`src/rtl/small_poly_unpack_if.sv`:
```
// -----------------------------------------------------------------------------
// small_poly_unpack_if
//
// Purpose : bundles the two data paths of the small-polynomial unpacker:
//           the packed byte stream coming from the input byte FIFO and the
//           coefficient write port going to the small-poly RAM.
//
// Signals :
//   in_byte   [7:0]  packed coefficient byte (4 x 2-bit codes, bits[1:0] first)
//   in_valid         in_byte is valid
//   in_ready         unpacker accepts the byte this cycle (in_valid && in_ready)
//   mem_we           coefficient write strobe
//   mem_addr  [10:0] coefficient index 0..676
//   mem_din   [10:0] coefficient value (11'h7FF / 11'h000 / 11'h001)
//
// Modports:
//   slave  - the unpacker: consumes bytes, drives the RAM write port
//   master - the environment: supplies bytes, observes the RAM write port
// -----------------------------------------------------------------------------
interface small_poly_unpack_if;
    logic [7:0]  in_byte;
    logic        in_valid;
    logic        in_ready;
    logic        mem_we;
    logic [10:0] mem_addr;
    logic [10:0] mem_din;

    modport slave (
        input  in_byte,
        input  in_valid,
        output in_ready,
        output mem_we,
        output mem_addr,
        output mem_din
    );

    modport master (
        output in_byte,
        output in_valid,
        input  in_ready,
        input  mem_we,
        input  mem_addr,
        input  mem_din
    );
endinterface

```
`src/rtl/small_poly_unpack.sv`:
```
// -----------------------------------------------------------------------------
// small_poly_unpack
//
// Purpose : decodes a packed ternary polynomial (P = 677 coefficients, 2 bits
//           each, 4 per byte, 170 bytes) into the coefficient RAM, one 11-bit
//           coefficient per cycle. Counts the nonzero coefficients, flags
//           illegal codes, and compares the nonzero count with the fixed
//           weight W = 202.
//
//           Code c maps to value c-1: 00 -> -1 (11'h7FF), 01 -> 0,
//           10 -> +1 (11'h001), 11 -> illegal (written as 0, sets fmt_err).
//           The last byte carries only index 676 in bits[1:0]; any nonzero
//           bit in its bits[7:2] also sets fmt_err.
//
// Ports   :
//   clk        rising-edge clock
//   rst_n      asynchronous active-low reset
//   start      one-cycle request to begin a run (ignored while busy)
//   bus        small_poly_unpack_if.slave (byte stream in, RAM write port out)
//   busy       high from the cycle after start is accepted through done
//   done       one-cycle completion pulse
//   nz_count   nonzero coefficients written in the current/last run
//   weight_ok  nz_count == W, valid at done and held until the next start
//   fmt_err    sticky per run: an illegal code was seen
//
// Configuration:
//   SMALL_UNPACK_WEIGHT_CHECK_EN
//     defined   : the CHECK state compares nz_count with W into weight_ok.
//     undefined : CHECK is still traversed (identical latency) but weight_ok
//                 stays 0. nz_count is maintained in both builds.
// -----------------------------------------------------------------------------
module small_poly_unpack (
    input  logic                       clk,
    input  logic                       rst_n,
    input  logic                       start,
    small_poly_unpack_if.slave         bus,
    output logic                       busy,
    output logic                       done,
    output logic [10:0]                nz_count,
    output logic                       weight_ok,
    output logic                       fmt_err
);

    localparam logic [10:0] P_COEFFS = 11'd677;
    localparam logic [10:0] LAST_IDX = 11'd676;
`ifdef SMALL_UNPACK_WEIGHT_CHECK_EN
    localparam logic [10:0] W_TARGET = 11'd202;
`endif

    typedef enum logic [2:0] {
        IDLE  = 3'd0,
        LOAD  = 3'd1,
        WRITE = 3'd2,
        CHECK = 3'd3,
        FIN   = 3'd4
    } state_t;

    state_t      state_reg,     state_next;
    logic [10:0] index_reg,     index_next;     // next coefficient index to issue
    logic [7:0]  byte_reg,      byte_next;      // byte currently being emitted
    logic [1:0]  slot_reg,      slot_next;      // slot shown on the RAM port now
    logic [1:0]  last_slot_reg, last_slot_next; // 3 for full bytes, 0 for the tail byte
    logic        mem_we_reg,    mem_we_next;
    logic [10:0] mem_addr_reg,  mem_addr_next;
    logic [10:0] mem_din_reg,   mem_din_next;
    logic [10:0] nz_reg,        nz_next;
    logic        fmt_err_reg,   fmt_err_next;
    logic        weight_ok_reg, weight_ok_next;

    // Split the held byte into its four 2-bit codes, slot 0 = bits[1:0].
    logic [1:0] slot_code [4];
    genvar gi;
    generate
        for (gi = 0; gi < 4; gi++) begin : g_slot
            assign slot_code[gi] = byte_reg[2*gi +: 2];
        end
    endgenerate

    function automatic logic [10:0] decode_code(input logic [1:0] code);
        logic [10:0] val;
        case (code)
            2'b00:   val = 11'h7FF;  // -1
            2'b10:   val = 11'h001;  // +1
            default: val = 11'h000;  // 0, and illegal 11 is written as 0
        endcase
        return val;
    endfunction

    logic [1:0] cur_code;
    logic [1:0] nxt_code;
    logic [1:0] slot_inc;

    assign slot_inc = slot_reg + 2'd1;
    assign cur_code = slot_code[slot_reg];
    assign nxt_code = slot_code[slot_inc];

    // -------------------------------------------------------------------------
    // Next-state / datapath logic.
    //
    // The RAM port is fully registered, so each coefficient is staged one
    // cycle ahead: accepting a byte in LOAD stages slot 0, and every WRITE
    // cycle that is not the last one stages the following slot. As a result
    // mem_we is high exactly during the WRITE cycles, with address and data
    // stable for the whole cycle. Counters and fmt_err are updated from the
    // slot that is on the port during that WRITE cycle.
    // -------------------------------------------------------------------------
    always_comb begin
        state_next     = state_reg;
        index_next     = index_reg;
        byte_next      = byte_reg;
        slot_next      = slot_reg;
        last_slot_next = last_slot_reg;
        mem_we_next    = 1'b0;
        mem_addr_next  = mem_addr_reg;
        mem_din_next   = mem_din_reg;
        nz_next        = nz_reg;
        fmt_err_next   = fmt_err_reg;
        weight_ok_next = weight_ok_reg;

        case (state_reg)
            IDLE: begin
                if (start) begin
                    index_next     = 11'd0;
                    nz_next        = 11'd0;
                    fmt_err_next   = 1'b0;
                    weight_ok_next = 1'b0;
                    state_next     = LOAD;
                end
            end

            LOAD: begin
                if (bus.in_valid) begin
                    byte_next = bus.in_byte;
                    slot_next = 2'd0;
                    if (index_reg == LAST_IDX) begin
                        // Tail byte: only bits[1:0] carry a coefficient.
                        last_slot_next = 2'd0;
                        if (bus.in_byte[7:2] != 6'd0) begin
                            fmt_err_next = 1'b1;
                        end
                    end else begin
                        last_slot_next = 2'd3;
                    end
                    mem_we_next   = 1'b1;
                    mem_addr_next = index_reg;
                    mem_din_next  = decode_code(bus.in_byte[1:0]);
                    index_next    = index_reg + 11'd1;
                    state_next    = WRITE;
                end
            end

            WRITE: begin
                if (cur_code == 2'b11) begin
                    fmt_err_next = 1'b1;
                end
                // Codes 00 (-1) and 10 (+1) are the nonzero ones.
                if (cur_code[0] == 1'b0) begin
                    nz_next = nz_reg + 11'd1;
                end
                if (slot_reg != last_slot_reg) begin
                    slot_next     = slot_inc;
                    mem_we_next   = 1'b1;
                    mem_addr_next = index_reg;
                    mem_din_next  = decode_code(nxt_code);
                    index_next    = index_reg + 11'd1;
                end else if (index_reg < P_COEFFS) begin
                    state_next = LOAD;
                end else begin
                    state_next = CHECK;
                end
            end

            CHECK: begin
`ifdef SMALL_UNPACK_WEIGHT_CHECK_EN
                weight_ok_next = (nz_reg == W_TARGET);
`else
                weight_ok_next = 1'b0;
`endif
                state_next = FIN;
            end

            FIN: begin
                state_next = IDLE;
            end

            default: begin
                state_next = IDLE;
            end
        endcase
    end

    always_ff @(posedge clk or negedge rst_n) begin
        if (!rst_n) begin
            state_reg     <= IDLE;
            index_reg     <= 11'd0;
            byte_reg      <= 8'd0;
            slot_reg      <= 2'd0;
            last_slot_reg <= 2'd0;
            mem_we_reg    <= 1'b0;
            mem_addr_reg  <= 11'd0;
            mem_din_reg   <= 11'd0;
            nz_reg        <= 11'd0;
            fmt_err_reg   <= 1'b0;
            weight_ok_reg <= 1'b0;
        end else begin
            state_reg     <= state_next;
            index_reg     <= index_next;
            byte_reg      <= byte_next;
            slot_reg      <= slot_next;
            last_slot_reg <= last_slot_next;
            mem_we_reg    <= mem_we_next;
            mem_addr_reg  <= mem_addr_next;
            mem_din_reg   <= mem_din_next;
            nz_reg        <= nz_next;
            fmt_err_reg   <= fmt_err_next;
            weight_ok_reg <= weight_ok_next;
        end
    end

    // Handshake/status outputs are pure decodes of the state register.
    assign bus.in_ready = (state_reg == LOAD);
    assign busy         = (state_reg != IDLE);
    assign done         = (state_reg == FIN);

    assign bus.mem_we   = mem_we_reg;
    assign bus.mem_addr = mem_addr_reg;
    assign bus.mem_din  = mem_din_reg;
    assign nz_count     = nz_reg;
    assign fmt_err      = fmt_err_reg;
    assign weight_ok    = weight_ok_reg;

endmodule

```
`src/flat_wrapper.sv`:
```
// flat-port wrapper written by rule: the top's interface ports become plain ports
module small_poly_unpack_flat 
  (clk, rst_n, start, busy, done, nz_count, weight_ok, fmt_err, bus_in_byte, bus_in_valid, bus_in_ready, bus_mem_we, bus_mem_addr, bus_mem_din);
  small_poly_unpack_if bus_i ();
  input  logic clk;
  input  logic rst_n;
  input  logic start;
  output logic busy;
  output logic done;
  output logic [10:0] nz_count;
  output logic weight_ok;
  output logic fmt_err;
  input wire logic [$bits(bus_i.in_byte)-1:0] bus_in_byte;
  input wire logic [$bits(bus_i.in_valid)-1:0] bus_in_valid;
  output wire logic [$bits(bus_i.in_ready)-1:0] bus_in_ready;
  output wire logic [$bits(bus_i.mem_we)-1:0] bus_mem_we;
  output wire logic [$bits(bus_i.mem_addr)-1:0] bus_mem_addr;
  output wire logic [$bits(bus_i.mem_din)-1:0] bus_mem_din;
  assign bus_i.in_byte = bus_in_byte;
  assign bus_i.in_valid = bus_in_valid;
  assign bus_in_ready = bus_i.in_ready;
  assign bus_mem_we = bus_i.mem_we;
  assign bus_mem_addr = bus_i.mem_addr;
  assign bus_mem_din = bus_i.mem_din;
  small_poly_unpack u_core (.clk(clk), .rst_n(rst_n), .start(start), .bus(bus_i), .busy(busy), .done(done), .nz_count(nz_count), .weight_ok(weight_ok), .fmt_err(fmt_err));
endmodule
```
`config.mk`:
```
export PLATFORM = sky130hd
export DESIGN_NAME = small_poly_unpack_flat
export DESIGN_NICKNAME = d
export VERILOG_FILES = /design/src/rtl/small_poly_unpack_if.sv /design/src/rtl/small_poly_unpack.sv /design/src/flat_wrapper.sv
export SDC_FILE = /design/constraint.sdc
export NUM_CORES = 1
export LEC_CHECK = 0
export BUFFER_PORTS_ARGS = -buffer_cell sky130_fd_sc_hd__buf_4
export CAP_MARGIN = 5
export CORE_MARGIN = 2
export CORE_UTILIZATION = 40
export CTS_CLUSTER_DIAMETER = 60
export DETAILED_ROUTE_END_ITERATION = 10
export SKIP_CTS_REPAIR_TIMING = 1
export SYNTH_ARGS = -nofsm -noshare
export SYNTH_HDL_FRONTEND = slang
export SYNTH_SLANG_ARGS = --single-unit
```
`constraint.sdc`:
```
create_clock -name clk -period 2.7 [get_ports clk]
set_input_delay 0.675 -clock clk [delete_from_list [all_inputs] [get_ports clk]]
set_output_delay 0.675 -clock clk [all_outputs]
set_load 0.02 [all_outputs]
```
==> out/metrics.cfg <==
[critical_path]
required_ns = 2.93
path_buf_inv = 0
cpLargestDelayFamily = simple AND/OR/NAND/NOR gates
critPathCaptureType = register
max_stage_delay_ns = 0.57
worstReg2RegEnd = u_core.nz_count[7]
cp-start-kind = register
cp_num_cells = 4
critical_path.slowest_cell = dfrtp_1
crit_chain = mux4_2 > or3_4 > or4_1 > a21oi_1
r2r_slack_ns = 0.52
worstPathMaxFanout = 13
critPathLaunch = u_core.slot_reg[0]
crit_arrival_ns = 2.42
crit_path_end = u_core.nz_count[7]
path_class = reg2reg
r2r_cells = 4
r2r_start = u_core.slot_reg[0]

[final_layout]
fillers = 612
final_cell_area_mm2 = 0.00319
nets = 323
fin_cells = 386
drive_gt1_share_pct = 29.8
areaGrowthSynthToFinish_pct = 17.9
diodes = 0
seqCellArea_mm2 = 0.00128
multi_input_area_mm2 = 0.00127

[sta]
drv_slew = 0
tightest_slew_ns = 0.653
hold_viol_final = 0
fin_crit_ns = 2.18
fin_skew_ns = 0.00883
period_share_pct = 80.9
setup_slack_ns = 0.515
slew_headroom_pct = 56.5
rsz0062_at_grt = false
timing.fmax_ghz = 0.458
setup_viol = 0
setup-tns-final_ns = 0

[global_route]
grt_usage_pct = 16.7
grt_pass1_vias = 2037
grt_pass1_wl_um = 9920
grtUsageMet2_pct = 25.4
grt.met1_usage_pct = 24.7
top_usage_layer = met2
met3_usage_pct = 2.67
antenna_found_initial = 0
grt_max_degree = 52
overflow = 0

[synth]
synth_ff_type = dfrtp_1
syn_avg_cell_area_um2 = 10.1
ys_ff_latch = 51
syn_inst = 267
syn-num-nets = 282
synth_cell_types = 48
synth_edf_count = 0
syn_area_mm2 = 0.00271
yosysWarnings = 0
synthArstFlopShare_pct = 100
yosysSeqAreaShare_pct = 47.1

[place]
place_area_mm2 = 0.00311
preCtsSetupSlack_ns = 0.540
hpwl_um = 4170
place_congestion = 0.825
placed_cells = 378
numPortBuffers = 49

[floorplanning]
core-area_mm2 = 0.00646
start_util_pct = 41.9
row_count = 29
die_area_mm2 = 0.00745
die_h_um = 86.3
die_w_um = 86.3
io_pins = 51

[clock_network]
cts_buffer_depth = 2
cts_sinks = 51
htreeDepth = 2
clkLatencyLatePin_ns = 0.30
clk_pin_slew_ns = 0.09
root_buffer = clkbuf_8
tritoncts = built
numCtsBuffers = 5

[power_and_ir_drop]
leakagePower_nw = 1.42
power_mw = 3.10
peakVddDrop_mv = 0.606
switchingPower_mw = 1.29
swShare_pct = 41.7
p_clk_share_pct = 14.0
pwr_density_cell_mw_per_mm2 = 969
p_seq_share_pct = 39.3
p_int_mw = 1.81
pwr-share-comb_pct = 46.7

[detailed_routing]
vias_per_cell = 5.56
drt-initial-drc-count = 113
drc_errors = 0
post_drt_wl_per_cell_um = 15.2
dr.pass1.iters = 4
routed_wirelength_um = 5860
via_count = 2148
drtAntennaViolNets = 0

[run_status]
status = completed

[hold_path]
hp-class = in2async

[flow_run]
cap_violations = 0

[how the worst min path moves through the flow]
stage / end / slack (ns) / cells after the start
6_report: u_core.nz_count[0] / 0.39 / 1
5_1_grt: u_core.nz_count[0] / 0.43 / 1
4_1_cts: u_core.index_reg[5] / 0.42 / 1
3_5_place_dp: u_core.bus.mem_din[0] / 0.48 / 2
3_3_place_gp: u_core.bus.mem_din[0] / 0.47 / 2
2_1_floorplan: u_core.bus.mem_addr[0] / 0.38 / 0
[through the flow]
stage / hold slack, ns / util, %
3_3_place_gp: 0.466 / 48.2
3_5_place_dp: 0.478 / 48.2
2_1_floorplan: 0.379 / -
6_report: 0.392 / 49.4
4_1_cts: 0.422 / 49.4
5_1_grt: 0.434 / 49.4
[cell families (layout without fill, tap and decap cells)]
logic type,count (synthesis),count (layout),share of synthesized area (%)
other,1,1,0.138
adders and majority gates,3,3,1.39
DFF,51,51,47.1
xor gates and xnor gates,2,2,0.647
and+or+nand+nor,99,99,20.4
muxes,24,24,11.0
buffers and inverters,33,75,6.10
AOI/OAI and AO/OA,54,54,13.3
[worst register-to-register path: cells and delay by family (launching register included)]
family | cells | cell delay [ns]
AOI/OAI and AO/OA | 1 | 0.16
DFF | 1 | 0.57
muxes | 1 | 0.46
and+or+nand+nor | 2 | 0.94
[Yosys cell counts, drive strengths merged (2+ instances only)]
cell type / number / area, um^2
o21a: 2 / 15.0
dfrtp: 51 / 1280
clkbuf: 10 / 37.5
nand3b: 4 / 30.0
nand2: 24 / 90.1
a22o: 2 / 17.5
or3: 3 / 23.8
ha: 3 / 37.5
or2: 7 / 43.8
a32oi: 2 / 17.5
nor4b: 2 / 17.5
o41ai: 2 / 17.5
o31ai: 9 / 67.6
mux2: 16 / 180
nor3: 8 / 40.0
nand3: 10 / 50.1
mux2i: 5 / 50.1
nor4: 6 / 37.5
buf: 13 / 90.1
and3: 2 / 12.5
a21oi: 12 / 60.1
o31a: 2 / 17.5
xnor2: 2 / 17.5
or4: 10 / 75.1
inv: 10 / 37.5
a21o: 2 / 15.0
o21ai: 13 / 65.1
mux4: 3 / 67.6
nand4: 3 / 18.8
nand2b: 2 / 12.5
nor3b: 3 / 22.5
nor2: 11 / 41.3
[area by class of cell]
| type | instances | share of cell area (%) |
|---|---|---|
| repair buffers | 57 | 13.4 |
| well taps | 77 | 3.02 |
| inverters | 10 | 1.18 |
| flip-flops and latches | 51 | 40.0 |
| multi-input cells | 183 | 39.9 |
| clock inverters | 1 | 0.157 |
| clock buffers | 7 | 2.39 |
[layout by cell type (no fill, tap or decap), drive strengths merged, types with 3 or more instances in the layout]
master | netlist | final
a21oi | 12 | 12
buf | 13 | 57
clkbuf | 10 | 7
dfrtp | 51 | 51
ha | 3 | 3
inv | 10 | 10
mux2 | 16 | 16
mux2i | 5 | 5
mux4 | 3 | 3
nand2 | 24 | 24
nand3 | 10 | 10
nand3b | 4 | 4
nand4 | 3 | 3
nor2 | 11 | 11
nor3 | 8 | 8
nor3b | 3 | 3
nor4 | 6 | 6
o21ai | 13 | 13
o31ai | 9 | 9
or2 | 7 | 7
or3 | 3 | 3
or4 | 10 | 10
[power by group through the flow]
stage,clock [mW],sequential (mW),combinational [mW]
2_1_floorplan,0,1.22,1.01
6_report,0.433,1.22,1.45
5_1_grt,0.478,1.26,1.58
3_3_place_gp,0,1.22,1.45
4_1_cts,0.446,1.22,1.46
3_5_place_dp,0,1.23,1.46
[layer usage]
layer | wire length, um | up-vias
met5 | 0 | -
met4 | 55 | 0
met3 | 250 | 4
met2 | 2620 | 44
met1 | 2930 | 1047
li1 | - | 1053
Power figures use the tool's default switching activity.
